### src/rtl/shift_pkg.sv
// Shared types and constants for the shift issue stage.
//   sel encodings : SH_SRL / SH_SRA / SH_SLL / SH_NONE
//   funct3 values : F3_SLL, F3_SR
//   shift_payload_t : registered payload {A, B, sel, rd, illegal}
//   decode_shift  : funct3/funct7b5 -> {illegal, sel}
package shift_pkg;

  localparam int unsigned XLEN    = 32;
  localparam int unsigned SHAMT_W = 5;

  localparam logic [1:0] SH_SRL  = 2'b00;
  localparam logic [1:0] SH_SRA  = 2'b01;
  localparam logic [1:0] SH_SLL  = 2'b10;
  localparam logic [1:0] SH_NONE = 2'b11;

  localparam logic [2:0] F3_SLL = 3'b001;
  localparam logic [2:0] F3_SR  = 3'b101;

  typedef struct packed {
    logic [XLEN-1:0]    A;
    logic [SHAMT_W-1:0] B;
    logic [1:0]         sel;
    logic [4:0]         rd;
    logic               illegal;
  } shift_payload_t;

  // Idle payload: the shift unit sees "no shift" with zero operands.
  localparam shift_payload_t PAYLOAD_RESET = '{
    A:       '0,
    B:       '0,
    sel:     SH_NONE,
    rd:      '0,
    illegal: 1'b0
  };

  // Returns {illegal, sel}.
  function automatic logic [2:0] decode_shift(logic [2:0] funct3, logic funct7b5);
    logic [2:0] res;
    res = {1'b1, SH_NONE};
    case (funct3)
      F3_SLL:  if (!funct7b5) res = {1'b0, SH_SLL};
      F3_SR:   res = funct7b5 ? {1'b0, SH_SRA} : {1'b0, SH_SRL};
      default: res = {1'b1, SH_NONE};
    endcase
    return res;
  endfunction

endpackage

### src/rtl/shift_issue_stage_if.sv
// Bus bundle for the shift issue stage.
//   Upstream side : in_* payload, in_valid/in_ready handshake
//   Forwarding    : fwd_mem_*, fwd_wb_*
//   Control       : flush
//   Downstream    : out_* payload, out_valid/out_ready handshake
// modport slave is the stage itself; modport master is its environment.
interface shift_issue_stage_if #(
  parameter int unsigned XLEN    = 32,
  parameter int unsigned SHAMT_W = 5
);

  logic               in_valid;
  logic               in_ready;
  logic [4:0]         in_rs1_addr;
  logic [4:0]         in_rs2_addr;
  logic [XLEN-1:0]    in_rs1_data;
  logic [XLEN-1:0]    in_rs2_data;
  logic [XLEN-1:0]    in_imm;
  logic               in_use_imm;
  logic [2:0]         in_funct3;
  logic               in_funct7b5;
  logic [4:0]         in_rd;

  logic               fwd_mem_en;
  logic [4:0]         fwd_mem_rd;
  logic [XLEN-1:0]    fwd_mem_data;
  logic               fwd_wb_en;
  logic [4:0]         fwd_wb_rd;
  logic [XLEN-1:0]    fwd_wb_data;

  logic               flush;

  logic               out_valid;
  logic               out_ready;
  logic [XLEN-1:0]    out_A;
  logic [SHAMT_W-1:0] out_B;
  logic [1:0]         out_sel;
  logic [4:0]         out_rd;
  logic               out_illegal;

  modport slave (
    input  in_valid, in_rs1_addr, in_rs2_addr, in_rs1_data, in_rs2_data, in_imm,
           in_use_imm, in_funct3, in_funct7b5, in_rd,
           fwd_mem_en, fwd_mem_rd, fwd_mem_data, fwd_wb_en, fwd_wb_rd, fwd_wb_data,
           flush, out_ready,
    output in_ready, out_valid, out_A, out_B, out_sel, out_rd, out_illegal
  );

  modport master (
    output in_valid, in_rs1_addr, in_rs2_addr, in_rs1_data, in_rs2_data, in_imm,
           in_use_imm, in_funct3, in_funct7b5, in_rd,
           fwd_mem_en, fwd_mem_rd, fwd_mem_data, fwd_wb_en, fwd_wb_rd, fwd_wb_data,
           flush, out_ready,
    input  in_ready, out_valid, out_A, out_B, out_sel, out_rd, out_illegal
  );

endinterface

### src/rtl/shift_skid_buf.sv
// Generic two-entry valid/ready skid register.
//   clk, rst            : clock, async active-high reset
//   flush               : drop both entries on the next edge; blocks acceptance
//   in_valid/in_ready   : upstream handshake; in_ready is registered (skid empty)
//   in_data             : payload captured on accept
//   out_valid/out_ready : downstream handshake
//   out_data            : main-entry payload, held while stalled
module shift_skid_buf #(
  parameter int unsigned      WIDTH     = 8,
  parameter logic [WIDTH-1:0] RESET_VAL = '0
) (
  input  logic             clk,
  input  logic             rst,
  input  logic             flush,
  input  logic             in_valid,
  output logic             in_ready,
  input  logic [WIDTH-1:0] in_data,
  output logic             out_valid,
  input  logic             out_ready,
  output logic [WIDTH-1:0] out_data
);

  typedef enum logic [1:0] {StEmpty, StFull1, StFull2} state_e;

  state_e           state_q, state_d;
  logic [WIDTH-1:0] main_q, skid_q;
  logic             load_main_in, load_main_skid, load_skid;
  logic             accept, emit;

  assign in_ready  = (state_q != StFull2);
  assign out_valid = (state_q != StEmpty);
  assign out_data  = main_q;

  assign accept = in_valid & in_ready & ~flush;
  assign emit   = out_valid & out_ready;

  always_comb begin
    state_d        = state_q;
    load_main_in   = 1'b0;
    load_main_skid = 1'b0;
    load_skid      = 1'b0;
    case (state_q)
      StEmpty: begin
        if (accept) begin
          load_main_in = 1'b1;
          state_d      = StFull1;
        end
      end
      StFull1: begin
        if (emit && accept) begin
          load_main_in = 1'b1;
        end else if (emit) begin
          state_d = StEmpty;
        end else if (accept) begin
          load_skid = 1'b1;
          state_d   = StFull2;
        end
      end
      StFull2: begin
        if (emit) begin
          load_main_skid = 1'b1;
          state_d        = StFull1;
        end
      end
      default: state_d = StEmpty;
    endcase
    // Downstream still sees an emit this cycle; only the held entries die.
    if (flush) begin
      state_d = StEmpty;
    end
  end

  always_ff @(posedge clk or posedge rst) begin
    if (rst) begin
      state_q <= StEmpty;
      main_q  <= RESET_VAL;
      skid_q  <= RESET_VAL;
    end else begin
      state_q <= state_d;
      if (load_main_in) begin
        main_q <= in_data;
      end else if (load_main_skid) begin
        main_q <= skid_q;
      end
      if (load_skid) begin
        skid_q <= in_data;
      end
    end
  end

endmodule

### src/rtl/shift_issue_stage.sv
// Issue stage in front of the shift unit: resolves MEM/WB forwarding for rs1/rs2,
// decodes funct3/funct7b5 into the shift select, and registers {A, B, sel, rd, illegal}
// behind a skid buffer (1-cycle latency, full throughput).
//   clk, rst : clock, async active-high reset
//   bus      : shift_issue_stage_if.slave (input payload, forwarding, flush, output payload)
// XLEN/SHAMT_W must match the widths in shift_pkg, which size the payload struct.
module shift_issue_stage
  import shift_pkg::*;
#(
  parameter int unsigned XLEN    = 32,
  parameter int unsigned SHAMT_W = 5
) (
  input  logic                clk,
  input  logic                rst,
  shift_issue_stage_if.slave  bus
);

  logic [XLEN-1:0] rs1_fwd, rs2_fwd;
  logic [2:0]      dec;
  shift_payload_t  in_pl, out_pl;

  // MEM beats WB; x0 is never forwarded.
  function automatic logic [XLEN-1:0] resolve(
    logic [4:0]      addr,
    logic [XLEN-1:0] rf_data,
    logic            mem_en,
    logic [4:0]      mem_rd,
    logic [XLEN-1:0] mem_data,
    logic            wb_en,
    logic [4:0]      wb_rd,
    logic [XLEN-1:0] wb_data
  );
    logic [XLEN-1:0] res;
    res = rf_data;
    if (addr != 5'd0) begin
      if (mem_en && (mem_rd == addr)) begin
        res = mem_data;
      end else if (wb_en && (wb_rd == addr)) begin
        res = wb_data;
      end
    end
    return res;
  endfunction

  always_comb begin
    rs1_fwd = resolve(bus.in_rs1_addr, bus.in_rs1_data, bus.fwd_mem_en, bus.fwd_mem_rd,
                      bus.fwd_mem_data, bus.fwd_wb_en, bus.fwd_wb_rd, bus.fwd_wb_data);
    rs2_fwd = resolve(bus.in_rs2_addr, bus.in_rs2_data, bus.fwd_mem_en, bus.fwd_mem_rd,
                      bus.fwd_mem_data, bus.fwd_wb_en, bus.fwd_wb_rd, bus.fwd_wb_data);
  end

  assign dec = decode_shift(bus.in_funct3, bus.in_funct7b5);

  always_comb begin
    in_pl         = PAYLOAD_RESET;
    in_pl.A       = rs1_fwd;
    in_pl.B       = bus.in_use_imm ? bus.in_imm[SHAMT_W-1:0] : rs2_fwd[SHAMT_W-1:0];
    in_pl.sel     = dec[1:0];
    in_pl.illegal = dec[2];
    in_pl.rd      = bus.in_rd;
  end

  // Shift amounts above the low SHAMT_W bits are architecturally ignored.
  logic unused_upper;
  assign unused_upper = ^{bus.in_imm[XLEN-1:SHAMT_W], rs2_fwd[XLEN-1:SHAMT_W]};

  shift_skid_buf #(
    .WIDTH     ($bits(shift_payload_t)),
    .RESET_VAL (PAYLOAD_RESET)
  ) u_skid (
    .clk       (clk),
    .rst       (rst),
    .flush     (bus.flush),
    .in_valid  (bus.in_valid),
    .in_ready  (bus.in_ready),
    .in_data   (in_pl),
    .out_valid (bus.out_valid),
    .out_ready (bus.out_ready),
    .out_data  (out_pl)
  );

  assign bus.out_A       = out_pl.A;
  assign bus.out_B       = out_pl.B;
  assign bus.out_sel     = out_pl.sel;
  assign bus.out_rd      = out_pl.rd;
  assign bus.out_illegal = out_pl.illegal;

endmodule

### src/flat_wrapper.sv
// flat-port wrapper written by rule: the top's interface ports become plain ports
module shift_issue_stage_flat import shift_pkg::*;
#(
  parameter int unsigned XLEN    = 32,
  parameter int unsigned SHAMT_W = 5
)
  (clk, rst, bus_in_valid, bus_in_rs1_addr, bus_in_rs2_addr, bus_in_rs1_data, bus_in_rs2_data, bus_in_imm, bus_in_use_imm, bus_in_funct3, bus_in_funct7b5, bus_in_rd, bus_fwd_mem_en, bus_fwd_mem_rd, bus_fwd_mem_data, bus_fwd_wb_en, bus_fwd_wb_rd, bus_fwd_wb_data, bus_flush, bus_out_ready, bus_in_ready, bus_out_valid, bus_out_A, bus_out_B, bus_out_sel, bus_out_rd, bus_out_illegal);
  shift_issue_stage_if #(.XLEN(XLEN), .SHAMT_W(SHAMT_W)) bus_i ();
  input  logic clk;
  input  logic rst;
  input wire logic [$bits(bus_i.in_valid)-1:0] bus_in_valid;
  input wire logic [$bits(bus_i.in_rs1_addr)-1:0] bus_in_rs1_addr;
  input wire logic [$bits(bus_i.in_rs2_addr)-1:0] bus_in_rs2_addr;
  input wire logic [$bits(bus_i.in_rs1_data)-1:0] bus_in_rs1_data;
  input wire logic [$bits(bus_i.in_rs2_data)-1:0] bus_in_rs2_data;
  input wire logic [$bits(bus_i.in_imm)-1:0] bus_in_imm;
  input wire logic [$bits(bus_i.in_use_imm)-1:0] bus_in_use_imm;
  input wire logic [$bits(bus_i.in_funct3)-1:0] bus_in_funct3;
  input wire logic [$bits(bus_i.in_funct7b5)-1:0] bus_in_funct7b5;
  input wire logic [$bits(bus_i.in_rd)-1:0] bus_in_rd;
  input wire logic [$bits(bus_i.fwd_mem_en)-1:0] bus_fwd_mem_en;
  input wire logic [$bits(bus_i.fwd_mem_rd)-1:0] bus_fwd_mem_rd;
  input wire logic [$bits(bus_i.fwd_mem_data)-1:0] bus_fwd_mem_data;
  input wire logic [$bits(bus_i.fwd_wb_en)-1:0] bus_fwd_wb_en;
  input wire logic [$bits(bus_i.fwd_wb_rd)-1:0] bus_fwd_wb_rd;
  input wire logic [$bits(bus_i.fwd_wb_data)-1:0] bus_fwd_wb_data;
  input wire logic [$bits(bus_i.flush)-1:0] bus_flush;
  input wire logic [$bits(bus_i.out_ready)-1:0] bus_out_ready;
  output wire logic [$bits(bus_i.in_ready)-1:0] bus_in_ready;
  output wire logic [$bits(bus_i.out_valid)-1:0] bus_out_valid;
  output wire logic [$bits(bus_i.out_A)-1:0] bus_out_A;
  output wire logic [$bits(bus_i.out_B)-1:0] bus_out_B;
  output wire logic [$bits(bus_i.out_sel)-1:0] bus_out_sel;
  output wire logic [$bits(bus_i.out_rd)-1:0] bus_out_rd;
  output wire logic [$bits(bus_i.out_illegal)-1:0] bus_out_illegal;
  assign bus_i.in_valid = bus_in_valid;
  assign bus_i.in_rs1_addr = bus_in_rs1_addr;
  assign bus_i.in_rs2_addr = bus_in_rs2_addr;
  assign bus_i.in_rs1_data = bus_in_rs1_data;
  assign bus_i.in_rs2_data = bus_in_rs2_data;
  assign bus_i.in_imm = bus_in_imm;
  assign bus_i.in_use_imm = bus_in_use_imm;
  assign bus_i.in_funct3 = bus_in_funct3;
  assign bus_i.in_funct7b5 = bus_in_funct7b5;
  assign bus_i.in_rd = bus_in_rd;
  assign bus_i.fwd_mem_en = bus_fwd_mem_en;
  assign bus_i.fwd_mem_rd = bus_fwd_mem_rd;
  assign bus_i.fwd_mem_data = bus_fwd_mem_data;
  assign bus_i.fwd_wb_en = bus_fwd_wb_en;
  assign bus_i.fwd_wb_rd = bus_fwd_wb_rd;
  assign bus_i.fwd_wb_data = bus_fwd_wb_data;
  assign bus_i.flush = bus_flush;
  assign bus_i.out_ready = bus_out_ready;
  assign bus_in_ready = bus_i.in_ready;
  assign bus_out_valid = bus_i.out_valid;
  assign bus_out_A = bus_i.out_A;
  assign bus_out_B = bus_i.out_B;
  assign bus_out_sel = bus_i.out_sel;
  assign bus_out_rd = bus_i.out_rd;
  assign bus_out_illegal = bus_i.out_illegal;
  shift_issue_stage #(.XLEN(XLEN), .SHAMT_W(SHAMT_W)) u_core (.clk(clk), .rst(rst), .bus(bus_i));
endmodule
### config.mk
export PLATFORM = sky130hd
export DESIGN_NAME = shift_issue_stage_flat
export DESIGN_NICKNAME = d
export VERILOG_FILES = /design/src/rtl/shift_pkg.sv /design/src/rtl/shift_issue_stage_if.sv /design/src/rtl/shift_skid_buf.sv /design/src/rtl/shift_issue_stage.sv /design/src/flat_wrapper.sv
export SDC_FILE = /design/constraint.sdc
export NUM_CORES = 1
export LEC_CHECK = 0
export BUFFER_PORTS_ARGS = -buffer_cell sky130_fd_sc_hd__buf_2
export CAP_MARGIN = 10
export CORE_UTILIZATION = 45
export CTS_BUF_LIST = sky130_fd_sc_hd__clkbuf_8
export CTS_CLUSTER_SIZE = 12
export DETAILED_ROUTE_END_ITERATION = 10
export PLACE_DENSITY = 0.86
export SYNTH_ARGS = -nofsm -noshare
export SYNTH_HDL_FRONTEND = slang
export SYNTH_SLANG_ARGS = --single-unit
### constraint.sdc
create_clock -name clk -period 2.6 [get_ports clk]
set_input_delay 0.26 -clock clk [delete_from_list [all_inputs] [get_ports clk]]
set_output_delay 0.26 -clock clk [all_outputs]
set_load 0.05 [all_outputs]
==> reports/metrics.csv <==
stage;metric;value;unit
timing;Max Clock Skew;0.00752;ns
die;I/O Pins;244;
layout;Finished Layout Cells;1066;
timing;final worst slack;0.456;ns
global_route;global routing's busiest layer;met2;
placed_design;DP Area;0.00682;mm²
placed_design;pre-CTS setup slack;0.412;ns
timing;final setup fails;0;
timing;fmax;466;MHz
yosys;Post-synth ARST share;1.00;
power_and_ir_drop;Psw;1.51;mW
route;Detail Route Antenna Nets;0;
die;Initial Util;0.465;
global_route;first-pass GRT wire length;28.2;mm
setup_path;CP bufs+invs;1;
layout;most frequent cells in the layout;buf_2, nand2_1, o22ai_1, dfrtp_1, a21oi_1;
setup_path;Crit Path Max Fanout;10;
setup_path;most frequent CP cell;nand2_2;
global_route;M1 GR Usage;0.374;
power_and_ir_drop;Final Power;3.93;mW
setup_path;CP endpoint kind;register;
setup_path;WP data required;2.84;ns
yosys;synth warn;0;
setup_path;Slowest cell on crit path;dfrtp_1;
clocking;setup bufs post-CTS;0;
layout;P&R area growth vs syn;24.7;%
timing;final worst-path cycle share;0.825;
yosys;Post-synth EDFFs;0;
yosys;Seq/Total Area, Yosys;0.411;
clocking;Clock Tree Buf Depth;2;
layout;final instance area;0.00700;mm²
route;overall routed net length;18.3;mm
timing;RSZ-0062 raised after global routing;no;
layout;FILL cells;1079;
die;Die ar.;0.0129;mm²
clocking;CTS tree;yes;
placed_design;hpwl dp;12.8;mm
clocking;CTS buffer count;9;
power_and_ir_drop;sequential share of power;0.445;
setup_path;family with the most delay on the worst path;simple AND/OR/NAND/NOR gates;
setup_path;Crit path largest cell delay;0.46;ns
placed_design;Placed Cells;1049;
clocking;CTS-repair resized insts;0;
yosys;Synth Instances;715;
timing;relative slew slack;0.501;
layout;# diodes;0;
global_route;Congestion Overflow GR;0;
power_and_ir_drop;pwr dens;561;mW/mm²
global_route;met2 usage;0.450;
setup_path;cells along the critical path;nor3b_2 > nand2_2 > nor2_2 > nand2_2 > buf_4 > o22ai_1 > a21oi_1;
route;Vias/cell;5.95;
yosys;Syn Std Cell Area;0.00561;mm²
timing;Final TNS setup;0;ns
clocking;# clock sinks;92;
global_route;largest net degree at the start of global routing;70;
clocking;worst skew pair latency;0.38;ns
layout;Final Core Density;0.580;
global_route;met3 Use GR;0.0515;
global_route;initial antenna violation count;1;
die;DIE WIDTH;114;µm
worst_hold_path;Min-Delay Path Class;primary input to register;
layout;nets;1090;
global_route;Total GRT Usage;0.281;
yosys;syn_area_per_cell;7.85;µm²
route;First DRT Iteration DRCs;866;
power_and_ir_drop;clock share of power;0.233;
yosys;ys flop type;dfrtp_1;
route;Vias;6346;
layout;multi-input logic area;0.00308;mm²
setup_path;critical path class;register to register;
yosys;syn_nets;912;
setup_path;WP data arrival;2.38;ns
power_and_ir_drop;Peak VDD IR;0.000259;V
yosys;Yosys reg bits;92;
timing;fin. max-slew vios;0;
timing;WHS;0.0871;ns
timing;final hold violation count;0;
timing;worst-margin pin slew;0.744;ns
die;Rows;40;
power_and_ir_drop;combinational power share;0.322;
route;# DRC;0;
yosys;Unique masters post-synth;48;
placed_design;Port Buffers;189;
run_status;run status;complete, no violations;
placed_design;gpl congestion;0.827;
clocking;CTS H-tree depth;3;
clocking;CTS Root Cell;clkbuf_8;
die;Die Y;114;µm
route;total iterations of the first detailed-routing run;6;
layout;layout cells sized above 1;0.291;
setup_path;crit start category;register;
layout;Reg area;0.00231;mm²
timing;Tmin final;2.14;ns
power_and_ir_drop;Power Internal;2.41;mW
global_route;vias in the first global route;5703;
power_and_ir_drop;leakage power;3.47;nW
clocking;clock-pin slew on the worst setup and hold paths;0.09;ns
die;core area;0.0121;mm²
job;maxcap violations;0;
layout;most common cell after layout, fill and taps aside;buf_2;
route;DR WL/cell;17.2;µm
power_and_ir_drop;switching portion of total power;0.385;
==> final timing paths <==
check / slack (ns) / endpoint / startpoint / cells past startpoint
worst max-delay path: 0.46 / u_core.u_skid.skid_q[34]$_DFFE_PP0P_ / u_core.u_skid.state_q[1]$_DFFE_PP0P_ / 7
worst min-delay path: 0.09 / u_core.u_skid.skid_q[3]$_DFFE_PP0P_ / bus_in_rd[2] / 3
worst max register to register: 0.46 / u_core.u_skid.skid_q[34]$_DFFE_PP0P_ / u_core.u_skid.state_q[1]$_DFFE_PP0P_ / 7
worst min register to register: 0.46 / u_core.u_skid.skid_q[7]$_DFFE_PP1P_ / u_core.u_skid.skid_q[7]$_DFFE_PP1P_ / 2
max in group asynchronous: 1.31 / u_core.u_skid.skid_q[43]$_DFFE_PP0P_ / rst / 4
min in group asynchronous: 0.49 / u_core.u_skid.out_data[20]$_DFFE_PP0P_ / rst / 3
==> logic make-up after synthesis <==
kind of cell              count (synthesis)  synth area share
and+or+nand+nor                         301             0.225
AOI/OAI and AO/OA                       233             0.261
buffers and inverters                    55            0.0444
xor gates and xnor gates                 20            0.0312
DFF                                      92             0.411
muxes                                    14            0.0270
==> area by class of cell <==
cell class,instances,share of cell area
clock inverter,7,0.00715
sequential,92,0.330
timing repair buffer,219,0.173
inverter,3,0.00214
clock buffer,9,0.0177
tap,168,0.0300
multi-input combinational,568,0.440
==> timing repair <==
action / 4_1_cts / 5_1_grt
hold endpoints to repair: 22 / 0
hold buffers: 1 / 0
endpoints found under the setup margin: 0 / 0
==> power groups by stage <==
stage | logic [mW] | registers (mW) | clock network (mW)
after global routing | 1.35 | 1.77 | 0.988
after global placement | 1.23 | 1.76 | 0
after floorplan | 0.487 | 2.14 | 0
final | 1.26 | 1.75 | 0.916
after CTS | 1.26 | 1.74 | 0.931
after detailed placement | 1.26 | 1.77 | 0
==> synth_stat cells, drive strengths merged, types with 2 or more instances <==
cell / n / area [µm²]
a31oi: 25 / 156
o21ai: 4 / 23.8
xnor2: 8 / 70.1
a22oi: 9 / 67.6
dfrtp: 88 / 2200
a211o: 12 / 105
a221o: 10 / 100
nor2b: 3 / 18.8
nor4: 4 / 31.3
nor2: 75 / 284
a21oi: 73 / 365
a22o: 2 / 17.5
nand2: 180 / 681
a221oi: 2 / 17.5
o22a: 2 / 17.5
mux2i: 11 / 110
o22ai: 88 / 551
o31ai: 4 / 30.0
and3: 10 / 62.6
nor3: 3 / 20.0
dfstp: 4 / 105
inv: 3 / 11.3
or2: 2 / 12.5
xor2: 12 / 105
mux2: 3 / 41.3
nand2b: 7 / 43.8
buf: 22 / 125
nand3: 11 / 60.1
clkbuf: 30 / 113
==> worst min-delay path: stages <==
cell	delay (ns)
buf_2	0.09
nand2_1	0.04
nand2_1	0.04
==> sequential cells by signal, indices dropped and copies added (netlist names) <==
name / flops
u_core.u_skid.out_data: 45
u_core.u_skid.skid_q: 45
u_core.u_skid.state_q: 2
==> routing by layer <==
| metal | wire (µm) | share of wire | vias up |
|---|---|---|---|
| met5 | 10 | 0.00055 | - |
| met3 | 1800 | 0.098 | 49 |
| met2 | 8480 | 0.46 | 409 |
| li1 | - | - | 2937 |
| met1 | 7640 | 0.42 | 2949 |
| met4 | 387 | 0.021 | 2 |
Note: power is estimated with default switching activity, not from simulation.
